`config.mk`:
```
export PLATFORM = sky130hd
export DESIGN_NAME = ternary_decompress
export DESIGN_NICKNAME = d
export VERILOG_FILES = /design/src/rtl/tnn_compress_pkg.sv /design/src/rtl/trit_byte_decoder.sv /design/src/rtl/ternary_decompress.sv
export SDC_FILE = /design/constraint.sdc
export NUM_CORES = 1
export LEC_CHECK = 0
export ABC_CLOCK_PERIOD_IN_PS = 17700
export BUFFER_PORTS_ARGS = -buffer_cell sky130_fd_sc_hd__buf_2
export CAP_MARGIN = 20
export CORE_ASPECT_RATIO = 2
export CORE_UTILIZATION = 40
export CTS_CLUSTER_DIAMETER = 50
export CTS_CLUSTER_SIZE = 25
export DETAILED_ROUTE_END_ITERATION = 6
export GPL_ROUTABILITY_DRIVEN = 0
export PLACE_DENSITY = 0.7
export SYNTH_ARGS = -nofsm -noshare
export SYNTH_HDL_FRONTEND = slang
export SYNTH_SLANG_ARGS = --single-unit
export TNS_END_PERCENT = 10
```
`constraint.sdc`:
```
create_clock -name clk_i -period 17.7 [get_ports clk_i]
set_clock_uncertainty 0.2 [all_clocks]
set_input_delay 0.885 -clock clk_i [delete_from_list [all_inputs] [get_ports clk_i]]
set_output_delay 0.885 -clock clk_i [all_outputs]
set_load 0.02 [all_outputs]
```
`src/rtl/tnn_compress_pkg.sv`:
```
// Shared ternary packing types and constants.
// Used by both the compress and decompress paths.
package tnn_compress_pkg;

    localparam int TRITS_PER_BYTE = 5;
    localparam int TRIT_W         = 2;
    localparam logic [7:0] MAX_CODE = 8'd242;

    typedef logic [TRIT_W-1:0] trit_t;

    localparam trit_t TRIT_ZERO = 2'b00;
    localparam trit_t TRIT_POS  = 2'b01;
    localparam trit_t TRIT_NEG  = 2'b11;

    typedef trit_t [TRITS_PER_BYTE-1:0] trit_vec_t;

    typedef enum logic {
        ST_EMPTY = 1'b0,
        ST_DRAIN = 1'b1
    } dstate_e;

endpackage

```
`src/rtl/trit_byte_decoder.sv`:
```
// Combinational base-3 decode of one packed byte into 5 trits.
// Out-of-range codes (> MAX_CODE) flag err and force all-zero trits.
module trit_byte_decoder
    import tnn_compress_pkg::*;
(
    input  logic [7:0] i_code,
    output trit_vec_t  o_trits,
    output logic       o_err
);

    always_comb begin
        logic [7:0] v;
        logic [7:0] d;
        v       = i_code;
        d       = '0;
        o_trits = '0;
        o_err   = (i_code > MAX_CODE);
        for (int i = 0; i < TRITS_PER_BYTE; i++) begin
            d = v % 8'd3;
            v = v / 8'd3;
            unique case (d)
                8'd0:    o_trits[i] = TRIT_ZERO;
                8'd1:    o_trits[i] = TRIT_POS;
                default: o_trits[i] = TRIT_NEG;
            endcase
        end
        if (o_err) begin
            o_trits = '0;
        end
    end

endmodule

```
`src/rtl/ternary_decompress.sv`:
```
// Streaming ternary decompressor: one packed byte -> 5 trits per beat.
// ready_o is combinational on ready_i so a new word loads under the last beat.
module ternary_decompress
    import tnn_compress_pkg::*;
#(
    parameter int DATA_WIDTH = 32
) (
    input  logic                  clk_i,
    input  logic                  rst_ni,
    input  logic [DATA_WIDTH-1:0] data_i,
    input  logic [2:0]            len_i,
    input  logic                  valid_i,
    output logic                  ready_o,
    output logic [9:0]            trits_o,
    output logic                  valid_o,
    input  logic                  ready_i,
    output logic                  last_o,
    output logic                  err_o
);

    localparam int BYTES_PER_WORD = DATA_WIDTH / 8;
    localparam int IDX_W = (BYTES_PER_WORD > 1) ? $clog2(BYTES_PER_WORD) : 1;

    logic [BYTES_PER_WORD-1:0][7:0] r_buf;
    logic [IDX_W-1:0]               r_idx;
    logic [2:0]                     r_rem;
    dstate_e                        r_state;

    logic       w_buf_valid;
    logic [2:0] w_len;
    logic [7:0] w_byte;
    trit_vec_t  w_trits;
    logic       w_err;
    logic       w_last;
    logic       w_consume;
    logic       w_free;
    logic       w_accept;

    assign w_buf_valid = (r_state == ST_DRAIN);
    assign w_len       = (len_i > 3'(BYTES_PER_WORD)) ? 3'(BYTES_PER_WORD) : len_i;
    assign w_byte      = r_buf[r_idx];
    assign w_last      = (r_rem == 3'd1);

    trit_byte_decoder u_dec (
        .i_code  (w_byte),
        .o_trits (w_trits),
        .o_err   (w_err)
    );

    assign valid_o = w_buf_valid;
    assign last_o  = w_buf_valid && w_last;
    assign err_o   = w_buf_valid && w_err;
    assign trits_o = w_buf_valid ? w_trits : '0;

    assign w_consume = w_buf_valid && ready_i;
    assign w_free    = w_consume && w_last;
    assign ready_o   = rst_ni && (!w_buf_valid || w_free);
    assign w_accept  = valid_i && ready_o;

    // Empty words (len 0) are accepted but never enter DRAIN.
    always_ff @(posedge clk_i) begin
        if (!rst_ni) begin
            r_state <= ST_EMPTY;
            r_buf   <= '0;
            r_idx   <= '0;
            r_rem   <= '0;
        end else begin
            if (w_accept && (w_len != 3'd0)) begin
                r_buf   <= data_i;
                r_idx   <= '0;
                r_rem   <= w_len;
                r_state <= ST_DRAIN;
            end else if (w_free) begin
                r_rem   <= '0;
                r_state <= ST_EMPTY;
            end else if (w_consume) begin
                r_idx <= r_idx + 1'b1;
                r_rem <= r_rem - 1'b1;
            end
        end
    end

endmodule

```
==> impl_metrics.tcl, run 1 <==
set metrics [dict create \
    synth_edf_count 0 \
    clock_latency_ns 0.28 \
    p_per_area_nw_per_um2 77.2 \
    gr-total-overflow 0 \
    power_uw 432 \
    syn_area_um2 5140 \
    irDropWorstVdd_v 0.0000782 \
    hold-path-cell-count 2 \
    timing.hold.ws_ns 0.258 \
    port_buffers 52 \
    nNetsFinal 797 \
    drcViolationCount 0 \
    synth_ff_type "dfxtp_1" \
    yosysTopAreaCellShare_pct 14.8 \
    yosysSeqAreaShare_pct 14.8 \
    drtPass1Iterations 5 \
    slowest_delay_ns 0.84 \
    antenna_found_initial 0 \
    dp_hpwl_um 11200 \
    grt.total_usage_pct 21.7 \
    synth_most_common_cell "nand2_1" \
    die_width_um 82.2 \
    worst_slew_pin_slew_ns 0.937 \
    initial_utilization_pct 40.9 \
    avgRoutedWirePerCell_um 15.9 \
    hold_viol 0 \
    cp.arrival_ns 15.18 \
    cpLargestDelayFamily "compound AO/OA/AOI/OAI gates" \
    core_um2 12600 \
    synth_area_leaders "dfxtp_1 15%, nand2_1 8.5%, ha_1 5.8%, a21boi_0 5.0%, nor2_1 4.1%" \
    critPathRequiredTime_ns 16.61 \
    syn2layout_area_growth_pct 8.89 \
    yosysWarnings 0 \
    fin_crit_ns 16.27 \
    cts_tree "done" \
    rsz0062_at_grt "false" \
    slew_violations 0 \
    timing.rr.end "r_rem[0]$_SDFFE_PN0P_" \
    hp-class "flip-flop to flip-flop" \
    synth_nets 774 \
    cts_hold_buf 0 \
    yosys-top-cells-count "116 x nand2_1, 56 x nor2_1, 38 x dfxtp_1" \
    place_area_um2 5430 \
    ys_ff_latch 38 \
    dieHeight_um 162 \
    yosysUniqueCellTypes 93 \
    worstHoldStart "r_buf[16]$_SDFFE_PN0P_" \
    die_area_um2 13300 \
    slew_headroom_pct 36.7 \
    timing.setup.tns_ns 0 \
    first_global_vias 5137 \
    r2r_slack_ns 15.33 \
    postSynthCellCount 711 \
    synth_area_per_cell_um2 7.23 \
    utilization_pct 44.6 \
    reg2reg_from "r_rem[1]$_SDFFE_PN0P_" \
    worstPathBufferInverterCount 7 \
    cpMostUsedCell "ha_1" \
    finalCritPeriodShare_pct 91.9 \
    io_pins 53 \
    antenna_cells 0 \
    postRouteAntennaNets 0 \
    cap_violations 0 \
    vias 5379 \
    cts.sinks 38 \
    drt-initial-drc-count 337 \
    min_to "r_buf[16]$_SDFFE_PN0P_" \
    r2r_cells 10 \
    vias_per_cell 6.08 \
    critPathLaunchType "flip-flop" \
    finalWirelength_um 14100 \
    async_flop_share_pct 0 \
    row_count 58 \
    htree_levels 2 \
    final-setup-viol-count 0 \
    endpoint_kind "output port" \
    clockBufferDepth 2 \
    design_area_um2 5600 \
    status "finished, final reports clean" \
    synth_top_area_cell "dfxtp_1" \
    p_leak_uw 0.00217 \
    numCtsBuffers 5 \
    clk_pin_slew_worst_paths_ns 0.06 \
    cpMaxStageDelayCell "mux4_2" \
    critical_path.max_fanout 28 \
    grt_pass1_wl_um 22800 \
    cts-root-buf "clkbuf_16" \
    drive_gt1_share_pct 14.4 \
    fmax_mhz 61.5 \
    critPathKind "flip-flop to output port" \
    grt_max_degree 40 \
]
[placed cells by master, fill, tap and decap left out, types with 14 or more instances in the layout]
cell / n
nand2_1: 116
nor2_1: 56
buf_2: 52
a21oi_1: 37
dfxtp_1: 37
a21boi_0: 34
inv_1: 29
o21ai_0: 29
ha_1: 24
nor3_1: 22
a31oi_1: 18
and2_1: 16
nand2b_1: 14
xnor2_1: 14
[power by group]
group | internal [uW] | leakage [uW] | switching (uW)
Combinational | 92.8 | 0.00178 | 145
Clock | 66.5 | 0.0000771 | 34.2
Sequential | 89.9 | 0.000310 | 3.47
[worst max-delay path by stage]
stage / from / end / slack (ns) / cells after the start
after floorplan: r_idx[0]$_SDFFE_PP0P_ / trits_o[8] / 3.61 / 61
after global routing: r_idx[0]$_SDFFE_PP0P_ / trits_o[8] / 0.13 / 58
after CTS: r_idx[0]$_SDFFE_PP0P_ / trits_o[8] / 1.28 / 57
after detailed placement: r_idx[0]$_SDFFE_PP0P_ / trits_o[8] / 1.61 / 57
after global placement: r_idx[0]$_SDFFE_PP0P_ / trits_o[8] / 2.01 / 57
final: r_idx[0]$_SDFFE_PP0P_ / trits_o[8] / 1.43 / 57
[metal layers]
| layer | global-route usage, % | up-vias | share of wire [%] |
|---|---|---|---|
| met4 | 14.9 | 0 | 5.7 |
| li1 | - | 2668 | - |
| met2 | 41.9 | 141 | 57 |
| met3 | 2.30 | 47 | 2.6 |
| met5 | 0 | - | 0 |
| met1 | 19.7 | 2523 | 35 |
[what timing repair did]
action,CTS,global route
setup buffers,0,0
gates resized for setup,0,1
endpoints found under the setup margin,0,2
[logic make-up (layout without fill, tap and decap cells)]
logic type,count (synthesis),in the layout,share of synthesized area (%)
xor+xnor,22,22,3.89
buf+inv,71,95,6.21
simple gates,295,295,27.8
compound gates,239,239,35.2
flops,38,38,14.8
mux,21,21,6.06
fa+ha+maj,25,25,6.04
[area by class of cell]
class,count,area [um^2]
Clock buffer,6,129
Clock inverter,2,37.5
Fill cell,1286,6960
Inverter,31,116
Multi-Input combinational cell,602,4070
Sequential cell,38,762
Tap cell,150,188
Timing Repair Buffer,56,290
[tightest hold or removal path: stages, from the launching register on]
cell and delay (ns):
dfxtp_1 0.30, nand2_1 0.04, a21boi_0 0.06
[registers in the layout, summed over array words and instances (netlist names)]
signal and cells:
r_buf 32, r_idx 2, r_rem 3, valid_o 1
[metrics by stage]
step,std cells,setup WS [ns]
3_5_place_dp,877,1.61
5_1_grt,885,0.134
6_report,885,1.43
2_1_floorplan,711,3.61
3_3_place_gp,877,2.01
4_1_cts,885,1.28
Note: power is estimated with default switching activity, not from simulation.
==> run 2: changes to the inputs <==
- RECOVER_POWER: not set -> 50
==> run 2 against run 1 <==
Power is 0.18% lower. Count of clock-buffer cells in the layout did not move. Design area shrank 0.36%. Global-route usage did not move. Die area unchanged. Cell count stayed put. Combinational power about the same. Largest cell class unchanged.
==> impl_metrics.tcl, run 2 (same netlist as run 1, synthesis figures left out) <==
set metrics [dict create \
    grt_use_met2_pct 41.9 \
    seqPwrFrac_pct 21.6 \
    dp_hpwl_um 11200 \
    p_per_area_nw_per_um2 77.4 \
    pwr-share-comb_pct 55.0 \
    switching_share_pct 42.3 \
    antenna_cells 0 \
    row_count 58 \
    irDropWorstVdd_v 0.0000784 \
    largest-register "r_buf" \
    p_leak_uw 0.00215 \
    critPathKind "flip-flop to output port" \
    cts_tree "done" \
    die_width_um 82.2 \
    reg2reg_from "r_rem[1]$_SDFFE_PN0P_" \
    fin_ws_ns 1.44 \
    slowest_delay_ns 0.87 \
    vias_per_cell 6.08 \
    critPathRequiredTime_ns 16.61 \
    syn2layout_area_growth_pct 8.50 \
    gr-total-overflow 0 \
    drt-initial-drc-count 313 \
    htree_levels 2 \
    antenna_found_initial 0 \
    critPathLaunchType "flip-flop" \
    initial_utilization_pct 40.9 \
    core_um2 12600 \
    final_common_cell "nand2_1" \
    hold_viol 0 \
    r2r_cells 10 \
    clock_latency_ns 0.28 \
    crit_end "trits_o[8]" \
    port_buffers 52 \
    die_area_um2 13300 \
    cpMostUsedCell "ha_1" \
    drtPass1Iterations 5 \
    status "finished, final reports clean" \
    worst_slew_pin_slew_ns 1.36 \
    timing.hold.ws_ns 0.262 \
    busiest_layer "met2" \
    final-setup-viol-count 0 \
    grt_max_degree 40 \
    rsz0062_at_grt "false" \
    avgRoutedWirePerCell_um 15.9 \
    cp-startpoint "r_idx[0]$_SDFFE_PP0P_" \
    power_uw 431 \
    largest_reg_flops 32 \
    met1_usage_pct 19.7 \
    place_ws_ns 1.61 \
    cts.sinks 38 \
    pwr-share-clk_pct 23.3 \
    fmax_mhz 61.5 \
    numCtsBuffers 5 \
    dieHeight_um 162 \
    r2r_slack_ns 14.81 \
    clk_pin_slew_worst_paths_ns 0.06 \
    endpoint_kind "output port" \
    critical_path.max_fanout 28 \
    intPower_uw 249 \
    timing.setup.tns_ns 0 \
    vias 5384 \
    nNetsFinal 797 \
    postRouteAntennaNets 0 \
    timing.rr.end "r_buf[8]$_SDFFE_PN0P_" \
    p_switching_uw 182 \
    hp-class "flip-flop to flip-flop" \
    first_global_vias 5137 \
    drcViolationCount 0 \
    slew_headroom_pct 9.28 \
    finalCritPeriodShare_pct 91.9 \
    drive_gt1_share_pct 13.9 \
    utilization_pct 44.4 \
    grt.total_usage_pct 21.7 \
    cpMaxStageDelayCell "o41ai_1" \
    clockBufferDepth 2 \
    io_pins 53 \
    grt_use_met3_pct 2.30 \
    slew_violations 0 \
    finalWirelength_um 14100 \
    postCtsSetupBuffers 0 \
    layout_common_cells "116 x nand2_1, 56 x nor2_1, 50 x buf_2" \
    cp.arrival_ns 15.18 \
    cts-root-buf "clkbuf_16" \
    fin_crit_ns 16.26 \
    grt_pass1_wl_um 22800 \
    top_regs "r_buf (32), r_rem (3), r_idx (2)" \
    cap_violations 0 \
]
[run 2: layout make-up]
| class | count | area, um^2 |
|---|---|---|
| Sequential cell | 38 | 762 |
| Fill cell | 1293 | 6980 |
| Inverter | 31 | 116 |
| Timing Repair Buffer | 56 | 284 |
| Clock buffer | 6 | 129 |
| Multi-Input combinational cell | 602 | 4060 |
| Clock inverter | 2 | 37.5 |
| Tap cell | 150 | 188 |
[run 2: critical path, delay by kind of cell, from the launching register on]
kind                     cells  cell delay, ns
AND/OR/NAND/NOR             17            4.32
buffers and inverters        7            1.14
XOR/XNOR                     1            0.22
adder cells (fa/ha/maj)      9            2.69
multiplexers                 3            1.07
AO/OA/AOI/OAI               16            4.78
flip-flops                   1            0.61
[run 2: worst min path at each step]
stage                           start                      to  slack, ns  cells past startpoint
2_1_floorplan  r_buf[16]$_SDFFE_PN0P_  r_buf[16]$_SDFFE_PN0P_       0.24                      2
3_3_place_gp    r_buf[0]$_SDFFE_PN0P_   r_buf[0]$_SDFFE_PN0P_       0.25                      2
3_5_place_dp   r_buf[16]$_SDFFE_PN0P_  r_buf[16]$_SDFFE_PN0P_       0.25                      2
4_1_cts        r_buf[16]$_SDFFE_PN0P_  r_buf[16]$_SDFFE_PN0P_       0.26                      2
5_1_grt        r_buf[19]$_SDFFE_PN0P_  r_buf[19]$_SDFFE_PN0P_       0.29                      2
6_report       r_buf[16]$_SDFFE_PN0P_  r_buf[16]$_SDFFE_PN0P_       0.26                      2
[run 2: layer usage]
layer	vias up	wire [um]
li1	2670	-
met2	153	7980
met4	0	797
met5	-	0
met1	2508	4950
met3	53	374
[run 2: metrics by stage]
step	instance area [um^2]	std cells
floorplan	5140	711
global placement	5430	877
detailed placement	5430	877
CTS	5600	885
global route	5580	885
finish	5580	885
[run 2: what timing repair did]
action / CTS / global route
setup endpoints to repair: 0 / 2
gates resized for setup: 0 / 1
hold buffers: 0 / 0
[run 2: power groups by stage]
stage | Clock, uW | Combinational, uW | Sequential [uW]
after global placement | 0 | 234 | 95.0
final | 101 | 237 | 93.4
after floorplan | 0 | 197 | 93.6
after detailed placement | 0 | 234 | 95.2
after global routing | 106 | 265 | 93.8
after CTS | 103 | 236 | 93.3
==> run 3: changes to the inputs <==
--- a/config.mk
+++ b/config.mk
@@ -12,5 +12,4 @@
 export CORE_UTILIZATION = 40
 export CTS_CLUSTER_DIAMETER = 50
-export CTS_CLUSTER_SIZE = 25
 export DETAILED_ROUTE_END_ITERATION = 6
 export GPL_ROUTABILITY_DRIVEN = 0
==> constraint.sdc (replaced) <==
create_clock -name clk_i -period 17.7 [get_ports clk_i]
set_clock_uncertainty 0.2 [all_clocks]
set_input_delay 5.31 -clock clk_i [delete_from_list [all_inputs] [get_ports clk_i]]
set_output_delay 5.31 -clock clk_i [all_outputs]
set_load 0.02 [all_outputs]
==> run 3 against run 2 <==
Fmax shrank 5.1%. Non-clock buffer count grew 41. Die area unchanged. Design area increased by 10%. Sequential share of layout area down 1.2 points. Register-to-register slack hardly changed. Highest routed layer unchanged. Via count up 4.6%. Cell count grew 4.7%. Critical path type unchanged. Critical path depth rose by 2. Largest power group unchanged. Setup slack lost 0.88 ns.
==> impl_metrics.tcl, run 3 (same netlist as run 1, synthesis figures left out) <==
set metrics [dict create \
    timing.rr.end "r_idx[0]$_SDFFE_PP0P_" \
    slowest_delay_ns 0.56 \
    avgRoutedWirePerCell_um 16.7 \
    hold-path-cell-count 2 \
    place_ws_ns -0.0457 \
    grt_max_degree 40 \
    timing.hold.ws_ns 0.268 \
    drtPass1Iterations 7 \
    final.fill_count 1276 \
    p_per_area_nw_per_um2 76.5 \
    vias_per_cell 6.08 \
    vias 5633 \
    seqCellArea_um2 768 \
    final_common_cell "nand2_1" \
    initial_utilization_pct 40.9 \
    die_width_um 82.2 \
    worstHoldStart "r_buf[3]$_SDFFE_PN0P_" \
    dieHeight_um 162 \
    clockBufferDepth 2 \
    cts-root-buf "clkbuf_16" \
    largest-register "r_buf" \
    hp-class "flip-flop to flip-flop" \
    die_area_um2 13300 \
    irDropWorstVdd_v 0.0000740 \
    p_leak_uw 0.00240 \
    syn2layout_area_growth_pct 19.4 \
    status "finished, final reports clean" \
    multi_input_area_um2 4320 \
    cpMostUsedCell "ha_2" \
    htree_levels 2 \
    clk_pin_slew_worst_paths_ns 0.06 \
    cts_hold_buf 0 \
    gr-total-overflow 0 \
    slew_headroom_pct 5.49 \
    r2r_cells 10 \
    cap_violations 0 \
    design_area_um2 6140 \
    finalCritPeriodShare_pct 96.8 \
    nNetsFinal 839 \
    hold_viol 0 \
    core_um2 12600 \
    dp_hpwl_um 11800 \
    worst_slew_pin_slew_ns 1.42 \
    cts_tree "done" \
    grt_pass1_wl_um 24100 \
    final-setup-viol-count 0 \
    top_regs "r_buf (32), r_rem (3), r_idx (2)" \
    cpMaxStageDelayCell "mux4_2" \
    critPathKind "flip-flop to output port" \
    reg2reg_from "r_rem[1]$_SDFFE_PN0P_" \
    grt.total_usage_pct 22.8 \
    critPathLaunchType "flip-flop" \
    drcViolationCount 0 \
    finalWirelength_um 15500 \
    row_count 58 \
    drive_gt1_share_pct 23.6 \
    clock_latency_ns 0.29 \
    layout_common_cells "116 x nand2_1, 55 x nor2_1, 50 x buf_2" \
    first_global_vias 5406 \
    r2r_slack_ns 14.82 \
    slew_violations 0 \
    place_area_um2 5660 \
    antenna_found_initial 0 \
    critPathRequiredTime_ns 12.19 \
    fin_ws_ns 0.561 \
    drt-initial-drc-count 373 \
    fmax_mhz 58.3 \
    cp.arrival_ns 11.63 \
    power_uw 470 \
    postRouteAntennaNets 0 \
    antenna_cells 0 \
    cts.sinks 38 \
    numCtsBuffers 5 \
    fin_crit_ns 17.14 \
    port_buffers 52 \
    largest_reg_flops 32 \
    utilization_pct 48.9 \
    endpoint_kind "output port" \
    min_to "r_buf[3]$_SDFFE_PN0P_" \
    critical_path.max_fanout 9 \
    io_pins 53 \
]
==> run 3: cell types whose count changed in the layout (fill, tap and decap cells not counted), sizes merged <==
cell,before,now
clkinv,1,2
mux4,8,9
bufinv,1,0
buf,53,94
==> run 3: area by class of cell <==
cell class,count,share of cell area (%)
Inverter,31,1.92
Multi-Input combinational cell,603,70.3
Sequential cell,38,12.5
Tap cell,150,3.06
Timing Repair Buffer,97,9.70
Clock buffer,6,2.26
Clock inverter,2,0.204
==> run 3: how the worst max path moves through the flow <==
stage / from / to / slack (ns)
global placement: r_idx[0]$_SDFFE_PP0P_ / trits_o[8] / 0.21
CTS: r_idx[0]$_SDFFE_PP0P_ / trits_o[8] / 0.04
floorplan: r_idx[0]$_SDFFE_PP0P_ / trits_o[8] / 0.06
finish: r_idx[0]$_SDFFE_PP0P_ / trits_o[8] / 0.56
detailed placement: r_idx[0]$_SDFFE_PP0P_ / trits_o[8] / -0.05
global route: r_idx[0]$_SDFFE_PP0P_ / trits_o[8] / -0.05
==> run 3: metrics by stage <==
step,TNS (ns),std cells
after CTS,0,911
after floorplan,0,711
after global placement,0,902
final,0,927
after detailed placement,-0.0622,902
after global routing,-0.0894,927
==> run 3: power by group <==
| group | internal [uW] | leakage (uW) | total, uW | switching, uW |
|---|---|---|---|---|
| Clock | 55.7 | 0.0000729 | 91.2 | 35.5 |
| Combinational | 126 | 0.00201 | 286 | 160 |
| Sequential | 89.7 | 0.000312 | 93.0 | 3.35 |
| Total | 271 | 0.00240 | 470 | 199 |
==> run 3: critical path: cells and delay by family, from the launching register on <==
family | cells | cell delay (ns)
AO/OA/AOI/OAI | 18 | 2.91
flip-flops | 1 | 0.39
AND/OR/NAND/NOR | 19 | 4.65
multiplexers | 2 | 0.64
XOR/XNOR | 2 | 0.27
buffers and inverters | 5 | 0.52
adder cells (fa/ha/maj) | 9 | 1.96
==> run 3: routing by layer <==
metal,up-vias,share of wire (%),track usage [%]
li1,2766,-,-
met1,2614,33,20.4
met2,182,57,44.3
met3,71,3.2,2.13
met4,0,6.5,16.5
met5,-,0,0
==> run 3: repair_timing <==
item / 4_1_cts / 5_1_grt
endpoints found under the hold margin: 0 / 0
gates resized for setup: 6 / 40
buffers inserted: 1 / 15
pin swaps: 1 / 10
endpoints found under the setup margin: 2 / 4
gates cloned: 0 / 1
